### config.mk
export PLATFORM = sky130hd
export DESIGN_NAME = axi_llc_partition_ctrl_flat
export DESIGN_NICKNAME = d
export VERILOG_FILES = /design/src/rtl/axi_llc_partition_ctrl.sv /design/src/rtl/axi_llc_partition_ctrl_if.sv /design/src/flat_wrapper.sv
export SDC_FILE = /design/constraint.sdc
export NUM_CORES = 1
export LEC_CHECK = 0
export CORE_MARGIN = 3
export CORE_UTILIZATION = 45
export CTS_CLUSTER_SIZE = 14
export DETAILED_ROUTE_END_ITERATION = 10
export GPL_ROUTABILITY_DRIVEN = 0
export PLACE_DENSITY = 0.77
export SLEW_MARGIN = 15
export SYNTH_ARGS = -nofsm -noshare
export SYNTH_HDL_FRONTEND = slang
export SYNTH_SLANG_ARGS = --single-unit
### constraint.sdc
create_clock -name clk_i -period 2.3 [get_ports clk_i]
set_input_delay 0.23 -clock clk_i [delete_from_list [all_inputs] [get_ports clk_i]]
set_output_delay 0.23 -clock clk_i [all_outputs]
set_load 0.005 [all_outputs]
### src/rtl/axi_llc_partition_ctrl.sv
// LLC set-partition controller: computes partition start indices from a
// size table, checks it fits, flushes the LLC, then commits atomically.
// Ports: clk_i, rst_i (async, active-high), bus (slave modport).
package axi_llc_pkg;
  typedef struct packed {
    int unsigned SetAssociativity;
    int unsigned NumLines;
    int unsigned NumBlocks;
    int unsigned IndexLength;
  } llc_cfg_t;
endpackage

module axi_llc_partition_ctrl
  import axi_llc_pkg::*;
#(
  parameter llc_cfg_t    Cfg     = llc_cfg_t'{default: '0},
  parameter int unsigned NumPart = 4
) (
  input  logic clk_i,
  input  logic rst_i,
  axi_llc_partition_ctrl_if.slave bus
);
  // Degenerate zero-length index is widened to keep vectors non-empty.
  localparam int unsigned IW =
    (Cfg.IndexLength < 1) ? 1 : Cfg.IndexLength;
  localparam int unsigned SW = IW + 1;
  localparam int unsigned PW =
    (NumPart > 1) ? $clog2(NumPart) : 1;
  localparam int unsigned AW = SW + PW;
  localparam logic [AW-1:0] NSETS = AW'(2 ** IW);

  typedef enum logic [2:0] {
    IDLE, CALC, CHECK, FLUSH, COMMIT
  } state_t;

  state_t r_state, w_next;

  logic [PW-1:0] r_ptr;
  logic [AW-1:0] r_acc;
  logic [SW-1:0] r_sh_size  [NumPart];
  logic [IW-1:0] r_sh_start [NumPart];
  logic [IW-1:0] r_sh_sidx;
  logic [SW-1:0] r_sh_ssz;
  logic [SW-1:0] r_size  [NumPart];
  logic [IW-1:0] r_start [NumPart];
  logic [IW-1:0] r_sidx;
  logic [SW-1:0] r_ssz;

  logic [SW-1:0] w_cur_size;
  logic          w_over;
  logic          w_last;

  assign w_over = (r_acc >= NSETS);
  assign w_last = (r_ptr == PW'(NumPart - 1));

  always_comb begin
    w_cur_size = '0;
    for (int p = 0; p < NumPart; p++)
      if (r_ptr == PW'(p)) w_cur_size = r_sh_size[p];
  end

  always_ff @(posedge clk_i or posedge rst_i) begin
    if (rst_i) r_state <= IDLE;
    else       r_state <= w_next;
  end

  always_comb begin
    w_next          = r_state;
    bus.cfg_ready_o = 1'b0;
    bus.busy_o      = 1'b1;
    bus.flush_req_o = 1'b0;
    bus.done_o      = 1'b0;
    bus.err_o       = 1'b0;
    unique case (r_state)
      IDLE: begin
        bus.cfg_ready_o = 1'b1;
        bus.busy_o      = 1'b0;
        if (bus.cfg_valid_i) w_next = CALC;
      end
      CALC: begin
        if (w_last) w_next = CHECK;
      end
      CHECK: begin
        bus.err_o = w_over;
        w_next    = w_over ? IDLE : FLUSH;
      end
      FLUSH: begin
        bus.flush_req_o = 1'b1;
        if (bus.flush_ack_i) w_next = COMMIT;
      end
      COMMIT: begin
        bus.done_o = 1'b1;
        w_next     = IDLE;
      end
      default: w_next = IDLE;
    endcase
  end

  always_ff @(posedge clk_i or posedge rst_i) begin
    if (rst_i) begin
      r_ptr     <= '0;
      r_acc     <= '0;
      r_sh_sidx <= '0;
      r_sh_ssz  <= SW'(NSETS);
      r_sidx    <= '0;
      r_ssz     <= SW'(NSETS);
      for (int p = 0; p < NumPart; p++) begin
        r_sh_size[p]  <= '0;
        r_sh_start[p] <= '0;
        r_size[p]     <= '0;
        r_start[p]    <= '0;
      end
    end else begin
      if (r_state == IDLE && bus.cfg_valid_i) begin
        r_ptr <= '0;
        r_acc <= '0;
        for (int p = 0; p < NumPart; p++)
          r_sh_size[p] <= bus.cfg_size_i[p*SW +: SW];
      end
      if (r_state == CALC) begin
        for (int p = 0; p < NumPart; p++)
          if (r_ptr == PW'(p)) r_sh_start[p] <= r_acc[IW-1:0];
        r_acc <= r_acc + AW'(w_cur_size);
        r_ptr <= r_ptr + 1'b1;
      end
      // Remainder of the set space goes to the shared region; the
      // range check guarantees it is at least one set.
      if (r_state == CHECK && !w_over) begin
        r_sh_sidx <= r_acc[IW-1:0];
        r_sh_ssz  <= SW'(NSETS - r_acc);
      end
      if (r_state == COMMIT) begin
        r_sidx <= r_sh_sidx;
        r_ssz  <= r_sh_ssz;
        for (int p = 0; p < NumPart; p++) begin
          r_size[p]  <= r_sh_size[p];
          r_start[p] <= r_sh_start[p];
        end
      end
    end
  end

  // Out-of-range ids fall through to zero.
  always_comb begin
    bus.pat_size_o    = '0;
    bus.start_index_o = '0;
    for (int p = 0; p < NumPart; p++) begin
      if (bus.part_id_i == PW'(p)) begin
        bus.pat_size_o    = r_size[p];
        bus.start_index_o = r_start[p];
      end
    end
  end

  assign bus.share_size_o  = r_ssz;
  assign bus.share_index_o = r_sidx;

endmodule

### src/rtl/axi_llc_partition_ctrl_if.sv
// Partition controller bus: table handshake, flush handshake,
// partition lookup and status. Slave = controller, master = driver.
interface axi_llc_partition_ctrl_if #(
  parameter int unsigned NumPart = 4,
  parameter int unsigned SW      = 5,
  parameter int unsigned IW      = 4,
  parameter int unsigned PW      = 2
);
  logic                  cfg_valid_i;
  logic                  cfg_ready_o;
  logic [NumPart*SW-1:0] cfg_size_i;
  logic                  flush_req_o;
  logic                  flush_ack_i;
  logic [PW-1:0]         part_id_i;
  logic [SW-1:0]         pat_size_o;
  logic [IW-1:0]         start_index_o;
  logic [SW-1:0]         share_size_o;
  logic [IW-1:0]         share_index_o;
  logic                  busy_o;
  logic                  done_o;
  logic                  err_o;

  modport slave (
    input  cfg_valid_i, cfg_size_i,
    input  flush_ack_i, part_id_i,
    output cfg_ready_o, flush_req_o,
    output pat_size_o, start_index_o,
    output share_size_o, share_index_o,
    output busy_o, done_o, err_o
  );

  modport master (
    output cfg_valid_i, cfg_size_i,
    output flush_ack_i, part_id_i,
    input  cfg_ready_o, flush_req_o,
    input  pat_size_o, start_index_o,
    input  share_size_o, share_index_o,
    input  busy_o, done_o, err_o
  );
endinterface

### src/flat_wrapper.sv
// flat-port wrapper written by rule: the top's interface ports become plain ports
module axi_llc_partition_ctrl_flat import axi_llc_pkg::*;
#(
  parameter llc_cfg_t    Cfg     = llc_cfg_t'{default: '0},
  parameter int unsigned NumPart = 4
)
  (clk_i, rst_i, bus_cfg_valid_i, bus_cfg_size_i, bus_flush_ack_i, bus_part_id_i, bus_cfg_ready_o, bus_flush_req_o, bus_pat_size_o, bus_start_index_o, bus_share_size_o, bus_share_index_o, bus_busy_o, bus_done_o, bus_err_o);
  axi_llc_partition_ctrl_if #(.NumPart(NumPart), .SW(5), .IW(4), .PW(2)) bus_i ();
  input  logic clk_i;
  input  logic rst_i;
  input wire logic [$bits(bus_i.cfg_valid_i)-1:0] bus_cfg_valid_i;
  input wire logic [$bits(bus_i.cfg_size_i)-1:0] bus_cfg_size_i;
  input wire logic [$bits(bus_i.flush_ack_i)-1:0] bus_flush_ack_i;
  input wire logic [$bits(bus_i.part_id_i)-1:0] bus_part_id_i;
  output wire logic [$bits(bus_i.cfg_ready_o)-1:0] bus_cfg_ready_o;
  output wire logic [$bits(bus_i.flush_req_o)-1:0] bus_flush_req_o;
  output wire logic [$bits(bus_i.pat_size_o)-1:0] bus_pat_size_o;
  output wire logic [$bits(bus_i.start_index_o)-1:0] bus_start_index_o;
  output wire logic [$bits(bus_i.share_size_o)-1:0] bus_share_size_o;
  output wire logic [$bits(bus_i.share_index_o)-1:0] bus_share_index_o;
  output wire logic [$bits(bus_i.busy_o)-1:0] bus_busy_o;
  output wire logic [$bits(bus_i.done_o)-1:0] bus_done_o;
  output wire logic [$bits(bus_i.err_o)-1:0] bus_err_o;
  assign bus_i.cfg_valid_i = bus_cfg_valid_i;
  assign bus_i.cfg_size_i = bus_cfg_size_i;
  assign bus_i.flush_ack_i = bus_flush_ack_i;
  assign bus_i.part_id_i = bus_part_id_i;
  assign bus_cfg_ready_o = bus_i.cfg_ready_o;
  assign bus_flush_req_o = bus_i.flush_req_o;
  assign bus_pat_size_o = bus_i.pat_size_o;
  assign bus_start_index_o = bus_i.start_index_o;
  assign bus_share_size_o = bus_i.share_size_o;
  assign bus_share_index_o = bus_i.share_index_o;
  assign bus_busy_o = bus_i.busy_o;
  assign bus_done_o = bus_i.done_o;
  assign bus_err_o = bus_i.err_o;
  axi_llc_partition_ctrl #(.Cfg(Cfg), .NumPart(NumPart)) u_core (.clk_i(clk_i), .rst_i(rst_i), .bus(bus_i));
endmodule
==> reports/metrics.json, run 1 <==
{
  "global_route": {
    "global_route.overflow_total": 0,
    "grt_pass1_wl_microns": 5930,
    "grt.met2_usage": 0.255,
    "grt_util_met3": 0.0511,
    "grt_start_max_net_pins": 38,
    "global_route.usage.total": 0.154,
    "vias_in_the_first_global_route": 1293,
    "grt_antenna_before_repair": 0,
    "globalRoute.busiestLayer": "met2",
    "global_route.usage.met1": 0.184
  },
  "floorplanning": {
    "die_area_sq_um": 5050,
    "fp.dieH_microns": 71.1,
    "pin_count": 49,
    "initial_core_util": 0.473,
    "dieWidth_microns": 71.1,
    "placeableCoreArea_sq_um": 4030,
    "placementRows": 23
  },
  "sta": {
    "worstMarginPinSlew_ps": 497,
    "final_hold_violations": 0,
    "achievable-frequency_ghz": 0.455,
    "finalSetupViolCount": 0,
    "final.hold.worst_slack_ps": 343,
    "fin_crit_share": 0.956,
    "period_minus_slack_ps": 2200,
    "slew_viols_final": 0,
    "max-slew-margin-rel": 0.665,
    "worst_slack_ps": 102,
    "skew_ps": 4.03
  },
  "setup_path": {
    "critical_path_startpoint": "u_core.r_ptr[0]$_DFFE_PP0P_",
    "reg2reg_depth": 10,
    "crit_type": "register to register",
    "startpoint_type_of_the_worst_setup_path": "register",
    "worst_setup_path_end_kind": "register",
    "worstReg2RegStart": "u_core.r_ptr[0]$_DFFE_PP0P_",
    "timing.reg2reg.setup_slack_ps": 100,
    "worst-path-max-fanout": 4,
    "critPathCapture": "u_core.r_acc[2]$_DFFE_PP0P_",
    "crit_arrival_ps": 2420,
    "cp.required_ps": 2520,
    "reg_to_reg_end": "u_core.r_acc[2]$_DFFE_PP0P_"
  },
  "status": {
    "outcome": "completed"
  },
  "clocking": {
    "tritoncts_clock_tree": "done",
    "clock_latency_ps": 290,
    "worst_setup_hold_path_clk_slew_ps": 70,
    "clk_path_buf_depth": 2,
    "cts_num_sinks": 37,
    "clock-root-buffer": "clkbuf_8",
    "tritoncts.num_buffers": 5,
    "htree_num_levels": 2
  },
  "power": {
    "power.static_leakage_uw": 0.00106,
    "p_switching_uw": 1060,
    "sequentialPowerShare": 0.399,
    "p_total_uw": 2980,
    "power.clock.fraction": 0.149,
    "combinational_group_share_of_total_power": 0.452,
    "power.density_cell_area_nw_per_um2": 1290,
    "switching_share": 0.355,
    "internal_power_uw": 1920,
    "vdd_drop_max_uv": 673
  },
  "synth": {
    "fraction_of_synthesized_cell_area_taken_by_the_top_area_cell_type": 0.460,
    "library_cells_used_by_synthesis": 32,
    "synth_top_cells_by_area": "dfrtp_1, mux2_2, buf_4",
    "yosysWarningCount": 0,
    "post_synth_inst_count": 151,
    "postSynthRegisterBits": 37,
    "async_flop_share": 1.00,
    "post_synth_edffs": 0,
    "syn_area_sq_um": 1910,
    "synth_area_per_cell_sq_um": 12.6,
    "seq_area_frac_synth": 0.487,
    "synth_commonest_cells": "dfrtp_1, mux2_2, buf_4, inv_1",
    "synth_top_area_cell": "dfrtp_1",
    "synth-main-ff-cell": "dfrtp_1",
    "yosysMostFrequentCell": "dfrtp_1"
  },
  "final_layout": {
    "fin_cells": 236,
    "area.sequential_sq_um": 930,
    "final.fill_count": 321,
    "antennaDiodeCount": 0,
    "num-nets-final": 219,
    "area_growth_syn_to_layout_pct": 21.2,
    "final_util": 0.573,
    "multi_input_logic_area_sq_um": 878,
    "drive_above_1_share": 0.301
  },
  "drt": {
    "antenna_left": 0,
    "route.detailed.wl_per_inst_microns": 14.9,
    "drt_drc_violations_left": 0,
    "via_count": 1234,
    "detail_routed_via_count_per_cell": 5.23,
    "detail_route.iter0.violations": 62,
    "dr.pass1.iters": 4,
    "totalWireLength_microns": 3530
  },
  "placed_design": {
    "buffer_ports.inserted": 24,
    "detailedPlace.worstSlack_ps": -24.7,
    "detailed_place_hpwl_microns": 2570,
    "dp.cells": 224
  },
  "hold_path": {
    "hold_path.class": "input port to async pin"
  },
  "flow_run": {
    "max_cap_viol_count": 0
  }
}
worst max-delay path: stages, from the launching register on:
cell	delay (ps)
dfrtp_2	440
inv_1	100
ha_2	180
nand2_1	70
o21ai_2	120
a22o_1	150
ha_2	180
inv_1	60
fa_2	380
or3_1	330
a21oi_2	120
placed cells by master, fill, tap and decap left out, types with 3 or more instances in the layout:
cell type	n
clkbuf_8	5
nand2_1	9
mux2_2	19
conb_1	12
mux4_2	3
a22o_1	4
mux2_1	9
o21ai_0	4
ha_2	4
a21oi_1	4
dfrtp_1	34
clkdlybuf4s50_1	24
buf_4	10
inv_1	9
power groups by stage:
stage          clock network (uW)  registers [uW]  logic [uW]
2_1_floorplan                   0            1080         934
3_3_place_gp                    0            1170        1150
3_5_place_dp                    0            1190        1210
4_1_cts                       458            1180        1260
5_1_grt                       487            1230        1500
6_report                      443            1190        1350
how the worst min path moves through the flow:
stage,startpoint,end,slack (ps),cells past startpoint
global route,rst_i,u_core.r_start[1]$_DFFE_PP0P_,390,3
floorplan,bus_cfg_size_i[4],u_core.r_sh_size[2]$_DFFE_PP0P_,350,2
detailed placement,u_core.r_size[3]$_DFFE_PP0P_,u_core.r_size[3]$_DFFE_PP0P_,480,1
finish,rst_i,u_core.r_start[0]$_DFFE_PP0P_,340,3
CTS,rst_i,u_core.r_state[2]$_DFFE_PP0P_,370,3
global placement,u_core.r_size[5]$_DFFE_PP0P_,u_core.r_size[5]$_DFFE_PP0P_,460,1
repair_timing:
item | CTS | global route
setup buffers | 2 | 2
pin swaps | 0 | 3
setup endpoints to repair | 1 | 1
resized for setup | 2 | 11
hold buffers | 0 | 0
area by class of cell:
cell class	instances	area share
multi-input cells	97	0.380
clock inverters	3	0.00758
flip-flops and latches	37	0.402
repair buffers	34	0.137
clock buffers	5	0.0298
inverters	10	0.0163
well taps	50	0.0271
layer usage:
metal | wire length, microns | part of all wire
met3 | 142 | 0.040
met5 | 0 | 0
met1 | 1460 | 0.41
met2 | 1830 | 0.52
met4 | 93 | 0.026
cells by family (layout without fill, tap and decap cells):
group           Yosys count  after routing  share of synthesized area
buf+inv                  28             52                     0.0926
fa+ha+maj                 8              8                     0.0565
simple gates             26             26                     0.0913
compound gates           19             19                     0.0643
flops                    37             37                      0.487
other cells               1             12                    0.00197
mux                      32             32                      0.206
metrics by stage:
stage / TNS [ps] / cell area, sq um
after CTS: 0 / 2260
after detailed placement: -24.7 / 2160
after global placement: 0 / 2160
final: 0 / 2310
after floorplan: 0 / 1950
after global routing: -29.8 / 2310
flip-flops by register name, summed over array words and instances, names as in the netlist:
signal             count
u_core.r_sh_size       8
u_core.r_acc           4
u_core.r_sh_start      4
u_core.r_start         4
u_core.r_sh_ssz        2
u_core.r_size          8
u_core.r_ptr           2
u_core.r_ssz           2
u_core.r_state         3
No activity file was read; power rests on OpenSTA's default activity.
==> run 2, diff against run 1 <==
CORE_MARGIN = default   (was 3)
GPL_ROUTABILITY_DRIVEN = default   (was 0)
TNS_END_PERCENT = 30   (was default)
==> reports/metrics.json, run 2 (same netlist as run 1, synthesis figures left out) <==
{
  "power": {
    "vdd_drop_max": {"value": 593, "unit": "uV", "change": "-12%"},
    "power.static_leakage": {"value": 0.00105, "unit": "uW", "change": "-0.23%"},
    "p_total": {"value": 2940, "unit": "uW", "change": "-1.4%"},
    "power.density_cell_area": {"value": 1280, "unit": "nW/um^2", "change": "-1.1%"}
  },
  "placed_design": {
    "detailedPlace.worstSlack": {"value": 13.8, "unit": "ps", "change": "+38.4 ps"},
    "placed_area": {"value": 2160, "unit": "sq um", "change": "unchanged"},
    "buffer_ports.inserted": {"value": 24, "change": "unchanged"},
    "routabilityCongestion": 0.786,
    "detailed_place_hpwl": {"value": 2450, "unit": "microns", "change": "-4.6%"}
  },
  "setup_path": {
    "worst_setup_path_end_kind": "register",
    "worstReg2RegStart": "u_core.r_ptr[0]$_DFFE_PP0P_",
    "critical_path_startpoint": "u_core.r_ptr[0]$_DFFE_PP0P_",
    "worst-path-max-fanout": {"value": 5, "change": "+1"},
    "crit_type": "register to register",
    "startpoint_type_of_the_worst_setup_path": "register",
    "cp.required": {"value": 2510, "unit": "ps", "change": "about the same"},
    "reg2reg_depth": {"value": 9, "change": "-1"},
    "reg_to_reg_end": "u_core.r_acc[2]$_DFFE_PP0P_",
    "crit_arrival": {"value": 2470, "unit": "ps", "change": "+50 ps"},
    "timing.reg2reg.setup_slack": {"value": 40, "unit": "ps", "change": "-60 ps"}
  },
  "clocking": {
    "cts_num_sinks": {"value": 37, "change": "unchanged"},
    "clock_latency": {"value": 280, "unit": "ps", "change": "about the same"},
    "tritoncts_clock_tree": "done",
    "worst_setup_hold_path_clk_slew": {"value": 70, "unit": "ps", "change": "about the same"},
    "htree_num_levels": {"value": 2, "change": "unchanged"},
    "clock-root-buffer": "clkbuf_8",
    "tritoncts.num_buffers": {"value": 5, "change": "unchanged"},
    "cts-hold-fix-buffers": {"value": 0, "change": "unchanged"},
    "clk_path_buf_depth": {"value": 2, "change": "unchanged"}
  },
  "sta": {
    "fin_crit_share": {"value": 0.982, "change": "+0.0266"},
    "achievable-frequency": {"value": 0.443, "unit": "GHz", "change": "-2.7%"},
    "finalSetupViolCount": {"value": 0, "change": "unchanged"},
    "final_hold_violations": {"value": 0, "change": "unchanged"},
    "worst_slack": {"value": 41.2, "unit": "ps", "change": "-61.1 ps"},
    "grt_setup_unrepaired": "true",
    "period_minus_slack": {"value": 2260, "unit": "ps", "change": "+61.1 ps"},
    "skew": {"value": 3.24, "unit": "ps", "change": "-0.791 ps"},
    "slew_viols_final": {"value": 0, "change": "unchanged"},
    "setup-tns-final": {"value": 0, "unit": "ps", "change": "unchanged"}
  },
  "drt": {
    "totalWireLength": {"value": 3330, "unit": "microns", "change": "-5.6%"},
    "dr.pass1.iters": {"value": 4, "change": "unchanged"},
    "drt_drc_violations_left": {"value": 0, "change": "unchanged"},
    "route.detailed.wl_per_inst": {"value": 14.2, "unit": "microns", "change": "-5.2%"},
    "via_count": {"value": 1215, "change": "-1.5%"},
    "detail_route.iter0.violations": {"value": 21, "change": "-66%"},
    "detail_routed_via_count_per_cell": {"value": 5.17, "change": "-1.1%"},
    "antenna_left": {"value": 0, "change": "unchanged"}
  },
  "final_layout": {
    "most-common-layout-cells": "dfrtp_1, clkdlybuf4s50_1, mux2_2, conb_1",
    "antennaDiodeCount": {"value": 0, "change": "unchanged"},
    "final_design_area_no_fill": {"value": 2300, "unit": "sq um", "change": "-0.38%"},
    "final_common_cell": "dfrtp_1",
    "reg_top3": "u_core.r_sh_size (8), u_core.r_size (8)",
    "num-nets-final": {"value": 218, "change": "-0.46%"},
    "drive_above_1_share": {"value": 0.281, "change": "-0.0200"},
    "area_growth_syn_to_layout_pct": 20.7
  },
  "global_route": {
    "globalRoute.busiestLayer": "met2",
    "grt_util_met3": {"value": 0.0462, "change": "-0.00490"},
    "grt_start_max_net_pins": {"value": 38, "change": "unchanged"},
    "grt_antenna_before_repair": {"value": 0, "change": "unchanged"},
    "global_route.usage.total": {"value": 0.164, "change": "+0.0102"},
    "vias_in_the_first_global_route": {"value": 1151, "change": "-11%"},
    "grt.met2_usage": {"value": 0.259, "change": "+0.00334"},
    "global_route.overflow_total": {"value": 0, "change": "unchanged"},
    "global_route.usage.met1": {"value": 0.215, "change": "+0.0311"},
    "grt_pass1_wl": {"value": 5320, "unit": "microns", "change": "-10%"}
  },
  "floorplanning": {
    "fp.dieH": {"value": 67.1, "unit": "microns", "change": "-5.6%"},
    "dieWidth": {"value": 67.1, "unit": "microns", "change": "-5.6%"},
    "pin_count": {"value": 49, "change": "unchanged"},
    "initial_core_util": {"value": 0.473, "change": "unchanged"},
    "placeableCoreArea": {"value": 4030, "unit": "sq um", "change": "unchanged"},
    "die_area": {"value": 4500, "unit": "sq um", "change": "-11%"},
    "placementRows": {"value": 23, "change": "unchanged"}
  },
  "status": {
    "outcome": "completed"
  },
  "flow_run": {
    "max_cap_viol_count": {"value": 0, "change": "unchanged"}
  },
  "hold_path": {
    "hold_path.class": "input port to async pin"
  }
}
-- run 2: worst max-delay path: stages (launching register included) --
cell and delay, ps:
dfrtp_2 430, buf_4 150, ha_4 170, o21ai_1 150, a22o_1 180, ha_2 180
inv_1 60, fa_2 380, or3_1 350, a21oi_1 130
-- run 2: repair_timing --
action,CTS,global route
endpoints found under the setup margin,1,2
pin swaps,1,3
resized for setup,1,11
setup buffers,1,2
-- run 2: per-stage QoR --
stage / util / std cells / hold slack [ps]
final: 0.571 / 235 / 359
after global routing: 0.571 / 235 / 408
after CTS: 0.557 / 233 / 376
after detailed placement: 0.535 / 224 / 477
after global placement: 0.535 / 224 / 462
after floorplan: - / 162 / 347
-- run 2: how the worst max path moves through the flow --
stage          slack [ps]  cells after the start                          end
6_report               40                      9  u_core.r_acc[2]$_DFFE_PP0P_
2_1_floorplan         180                     10  u_core.r_acc[2]$_DFFE_PP0P_
5_1_grt               -70                     10  u_core.r_acc[2]$_DFFE_PP0P_
3_3_place_gp          100                     10  u_core.r_acc[2]$_DFFE_PP0P_
4_1_cts               0.6                     10  u_core.r_acc[2]$_DFFE_PP0P_
3_5_place_dp           10                     10  u_core.r_acc[2]$_DFFE_PP0P_
-- run 2: final cells by class --
cell class,count,area [sq um]
Fill cell,311,1730
Inverter,10,37.5
Tap cell,50,62.6
Sequential cell,37,930
Clock inverter,2,10.0
Timing Repair Buffer,33,308
Clock buffer,6,72.6
Multi-Input combinational cell,97,881
-- run 2: layer usage --
metal | share of wire | vias to the layer above
met5 | 0 | -
met4 | 0.014 | 0
met3 | 0.031 | 5
met2 | 0.51 | 24
met1 | 0.45 | 613
li1 | - | 573
-- run 2: where the power goes --
group | total (uW) | switching (uW) | internal (uW)
Sequential | 1200 | 258 | 942
Combinational | 1310 | 556 | 759
Clock | 424 | 214 | 210
==> edit 1: new RTL, flow settings as in run 1 <==
`NumPart` is set to 4 in 3 places; all go to 8.
--- a/src/rtl/axi_llc_partition_ctrl.sv
+++ b/src/rtl/axi_llc_partition_ctrl.sv
@@ -15,5 +15,5 @@
 #(
   parameter llc_cfg_t    Cfg     = llc_cfg_t'{default: '0},
-  parameter int unsigned NumPart = 4
+  parameter int unsigned NumPart = 8
 ) (
   input  logic clk_i,
--- a/src/rtl/axi_llc_partition_ctrl_if.sv
+++ b/src/rtl/axi_llc_partition_ctrl_if.sv
@@ -2,5 +2,5 @@
 // partition lookup and status. Slave = controller, master = driver.
 interface axi_llc_partition_ctrl_if #(
-  parameter int unsigned NumPart = 4,
+  parameter int unsigned NumPart = 8,
   parameter int unsigned SW      = 5,
   parameter int unsigned IW      = 4,
--- a/src/flat_wrapper.sv
+++ b/src/flat_wrapper.sv
@@ -3,5 +3,5 @@
 #(
   parameter llc_cfg_t    Cfg     = llc_cfg_t'{default: '0},
-  parameter int unsigned NumPart = 4
+  parameter int unsigned NumPart = 8
 )
   (clk_i, rst_i, bus_cfg_valid_i, bus_cfg_size_i, bus_flush_ack_i, bus_part_id_i, bus_cfg_ready_o, bus_flush_req_o, bus_pat_size_o, bus_start_index_o, bus_share_size_o, bus_share_index_o, bus_busy_o, bus_done_o, bus_err_o);
Interface: changed (resized bus_cfg_size_i); port bits go from 49 to 69. The function was not compared with the original's and may differ.
==> edit 1 against run 1 <==
Critical endpoint is now u_core.r_acc[4]; total power grew 45%; clock power grew 61%; the flow now finishes with violations (setup timing); worst setup slack got worse by 0.17 ns; first-iteration DRC count grew to 2.9 times the old value; combinational power grew 52%; sequential cell count grew 10; design area is 36% higher; area after synthesis up 29%; via count increased by 37%; sequential share of layout area fell by 2.7 points; fmax down 7.0%; routed wire length rose by 39%; core utilization rose by 3.6 points; non-clock buffer count rose by 14.
==> edit 1: results <==
[final_layout]
fin_util_pct = 60.9
buffer_area_share_pct = 13.9
largest_class = "multi-input combinational cells"
clk_share_pct = 4.21
multiInputCombCellCount = 142
seq_area_share_pct = 37.5
fin_nets = 310
drive_gt1_share_pct = 36.5
nClkBuffers = 6
top_regs = "u_core.r_sh_size: 16 flops, u_core.r_size: 8 flops, u_core.r_acc: 5 flops"
nNonClkBuffers = 48
fillCellCount = 391
multi_input_area_mm2 = 0.00127

[synth]
ys_ff_latch = 47
synth_cell_types = 35
synth_compound_area_share_pct = 8.32
seq_area_frac_synth_pct = 48.1
synth_top_flop_cell = "dfrtp_1"
synthMuxAreaShare_pct = 18.4
synth_xor_area_share_pct = 0.358
synthAdderAreaFrac_pct = 5.41
netlist_instances = 214

[sta]
finClkSkew_ns = 0.00450
tns_ns = -0.198
setup_violations = 4
worst_slew_pin_slew_ns = 0.587
setup_ws_ns = -0.0643
hold-worst-slack_ns = 0.379

[floorplanning]
core_mm2 = 0.00517

[drt]
wl_per_cell_um = 15.1
drt_iter0_drc = 177
via_per_inst = 5.21
met2_length_um = 2560
routedLengthMet1_um = 2090
wl_um = 4910

[power_and_ir_drop]
leakagePower_uw = 0.00135
ir_worst_vdd_v = 0.000800

[global_route]
grt_pass1_vias = 1654
track_usage_pct = 16.2
grt_use_met2_pct = 26.3
use_met3_pct = 3.61
grt_max_degree = 48
grt_pass1_wl_um = 7890

[critical_path]
rr_worst_depth = 11
rr_endpoint = "u_core.r_acc[4]"
regToRegStartpoint = "u_core.r_ptr[1]"
cp_max_fo = 6

[run_status]
violations = "setup timing"
status = "complete, but fails checks"

[placed_design]
port_buffers = 32
hpwlAfterDp_um = 3240
dpl_cell_area_mm2 = 0.00283
post-place-ws_ns = -0.154

[clock_tree]
ctsResizeCount = 22
cts_setup_buffers = 1
==> edit 1: cell count changes after synthesis, sizes merged, moves of 4 or more <==
cell	run 1	this run
a22o	4	0
o21ai	5	13
dfrtp	35	45
buf	18	23
mux2	28	34
o31ai	0	4
a21oi	6	10
nand2	9	20
nor2	1	9
==> edit 1: power breakdown <==
part           leakage [uW]  switching (uW)  internal (uW)
clock             0.0000654             281            434
sequential         0.000583             336           1220
combinational      0.000705             920           1130
==> edit 1: worst max-delay path by stage <==
stage	endpoint	slack, ns	startpoint	depth (start not counted)
after detailed placement	u_core.r_acc[4]	-0.15	u_core.r_ptr[0]	11
after floorplan	u_core.r_acc[4]	0.004	u_core.r_ptr[0]	11
after global routing	u_core.r_acc[2]	-0.17	u_core.r_ptr[1]	12
after CTS	u_core.r_acc[4]	-0.02	u_core.r_ptr[0]	11
final	u_core.r_acc[4]	-0.06	u_core.r_ptr[1]	11
after global placement	u_core.r_acc[4]	-0.10	u_core.r_ptr[0]	10
==> edit 2: new RTL, settings of run 1 <==
Made on the original files. Re-encode `state_t` (5 states) as Gray code, 3 bits wide.
--- a/src/rtl/axi_llc_partition_ctrl.sv
+++ b/src/rtl/axi_llc_partition_ctrl.sv
@@ -31,5 +31,5 @@
 
   typedef enum logic [2:0] {
-    IDLE, CALC, CHECK, FLUSH, COMMIT
+    IDLE = 3'b000, CALC = 3'b001, CHECK = 3'b011, FLUSH = 3'b010, COMMIT = 3'b110
   } state_t;
 
Check against the original RTL: no difference found for any inputs over 10 cycles, from zero or initial values and one cycle with rst_i high; not proved beyond that.
==> edit 2 against run 1 <==
Sequential cell count unchanged; design area down 4.4%; total power down 9.0%; routed wire length down 0.57%; sequential share of layout area up 1.8 points; worst setup slack better by 0.11 ns; area after synthesis down 3.0%; worst hold slack worse by 0.0056 ns; critical endpoint is now u_core.r_acc[1].
==> edit 2: results <==
[global_route]
grt_pass1_vias = 1211
track_usage_pct = 15.9
grt_max_degree = 38
grt_pass1_wl_um = 6050
antenna_found_initial = 0

[drt]
wl_per_cell_um = 15.0
via_per_inst = 5.15
drt_iter0_drc = 54
drtPass1Iterations = 4

[synth]
ys_top_cells_by_area = "dfrtp_1 47%, mux2_2 13%, buf_4 6.1%"
synthArstFlopShare_pct = 100
synth_cell_types = 31
seq_area_frac_synth_pct = 50.2
ys_warn_count = 0
synthTopCellsByCount = "35 x dfrtp_1, 22 x mux2_2, 15 x buf_4, 15 x nand2_1, 12 x inv_1"
netlist_instances = 155

[clock_tree]
cts-buffers-inserted = 5
clk_latency_ns = 0.29
htreeDepth = 2
clockBufferDepth = 2
clock-root-buffer = "clkbuf_8"
clk_pin_slew_ns = 0.08

[final_layout]
num_antenna_cells = 0
top_regs = "u_core.r_sh_size: 8 flops, u_core.r_size: 8 flops"
final_cells = 234
drive_gt1_share_pct = 26.9

[critical_path]
rr_worst_depth = 8
endpoint_kind = "flop"
arrival_ns = 2.27
rr_endpoint = "u_core.r_acc[1]"
regToRegStartpoint = "u_core.r_ptr[0]"
startpoint_type = "flop"
cp_max_fo = 7

[placed_design]
port_buffers = 24
dpl_cell_area_mm2 = 0.00210
dpl.cell_count = 224
post-place-ws_ns = 0.177
hpwlAfterDp_um = 2590

[sta]
finClkSkew_ns = 0.00867
setup_ws_ns = 0.208
hold-worst-slack_ns = 0.338

[worst_hold_path]
hp-class = "input port to asynchronous set/reset pin"

[power_and_ir_drop]
ir_worst_vdd_v = 0.000400
leakagePower_uw = 0.00108

[run_status]
status = "finished clean"
-- edit 2: cell count changes after synthesis, sizes merged, moves of 2 or more --
cell	run 1	this run
nor4	2	0
o21ai	5	10
mux2	28	24
a22o	4	2
inv	10	12
nand2b	1	3
nand2	9	15
-- edit 2: per-layer routing --
metal | part of all wire (%) | up-vias | GRT usage, %
li1 | - | 563 | -
met2 | 54 | 26 | 26.4
met1 | 40 | 610 | 19.4
met3 | 4.2 | 7 | 4.75
met4 | 1.6 | 0 | 5.74
met5 | 0 | - | 0
-- edit 2: cell families (layout without fill, tap and decap cells) --
kind of cell	Yosys count	count (layout)	share of synthesized area, %
flip-flops	37	37	50.2
buffers and inverters	30	50	9.28
AND/OR/NAND/NOR	29	29	8.80
multiplexers	28	28	18.8
AO/OA/AOI/OAI	22	22	6.84
adder cells (fa/ha/maj)	8	8	5.82
other	1	12	0.203
-- edit 2: timing repair --
item                       4_1_cts  5_1_grt
setup buffers                    1        1
hold endpoints to repair         0        0
setup endpoints to repair        1        3
resized for setup                0        7
-- edit 2: layout make-up --
| type | count | area [um2] |
|---|---|---|
| inverter | 12 | 45.0 |
| fill | 301 | 1590 |
| timing repair buffer | 30 | 288 |
| tap | 48 | 60.1 |
| sequential | 37 | 928 |
| clock inverter | 2 | 10.0 |
| multi-input combinational | 99 | 803 |
| clock buffer | 6 | 72.6 |
-- edit 2: power by group --
group          switching [uW]  internal [uW]  total [uW]
Combinational             548            610        1160
Clock                     227            210         437
Sequential                201            916        1120
Total                     976           1740        2710
-- edit 2: critical path, cell delays in order, from the launching register on --
cell,delay [ns]
dfrtp_1,0.41
ha_1,0.31
a21oi_1,0.17
a22o_1,0.15
ha_1,0.18
inv_1,0.07
fa_1,0.52
nand2b_1,0.09
o21ai_0,0.07
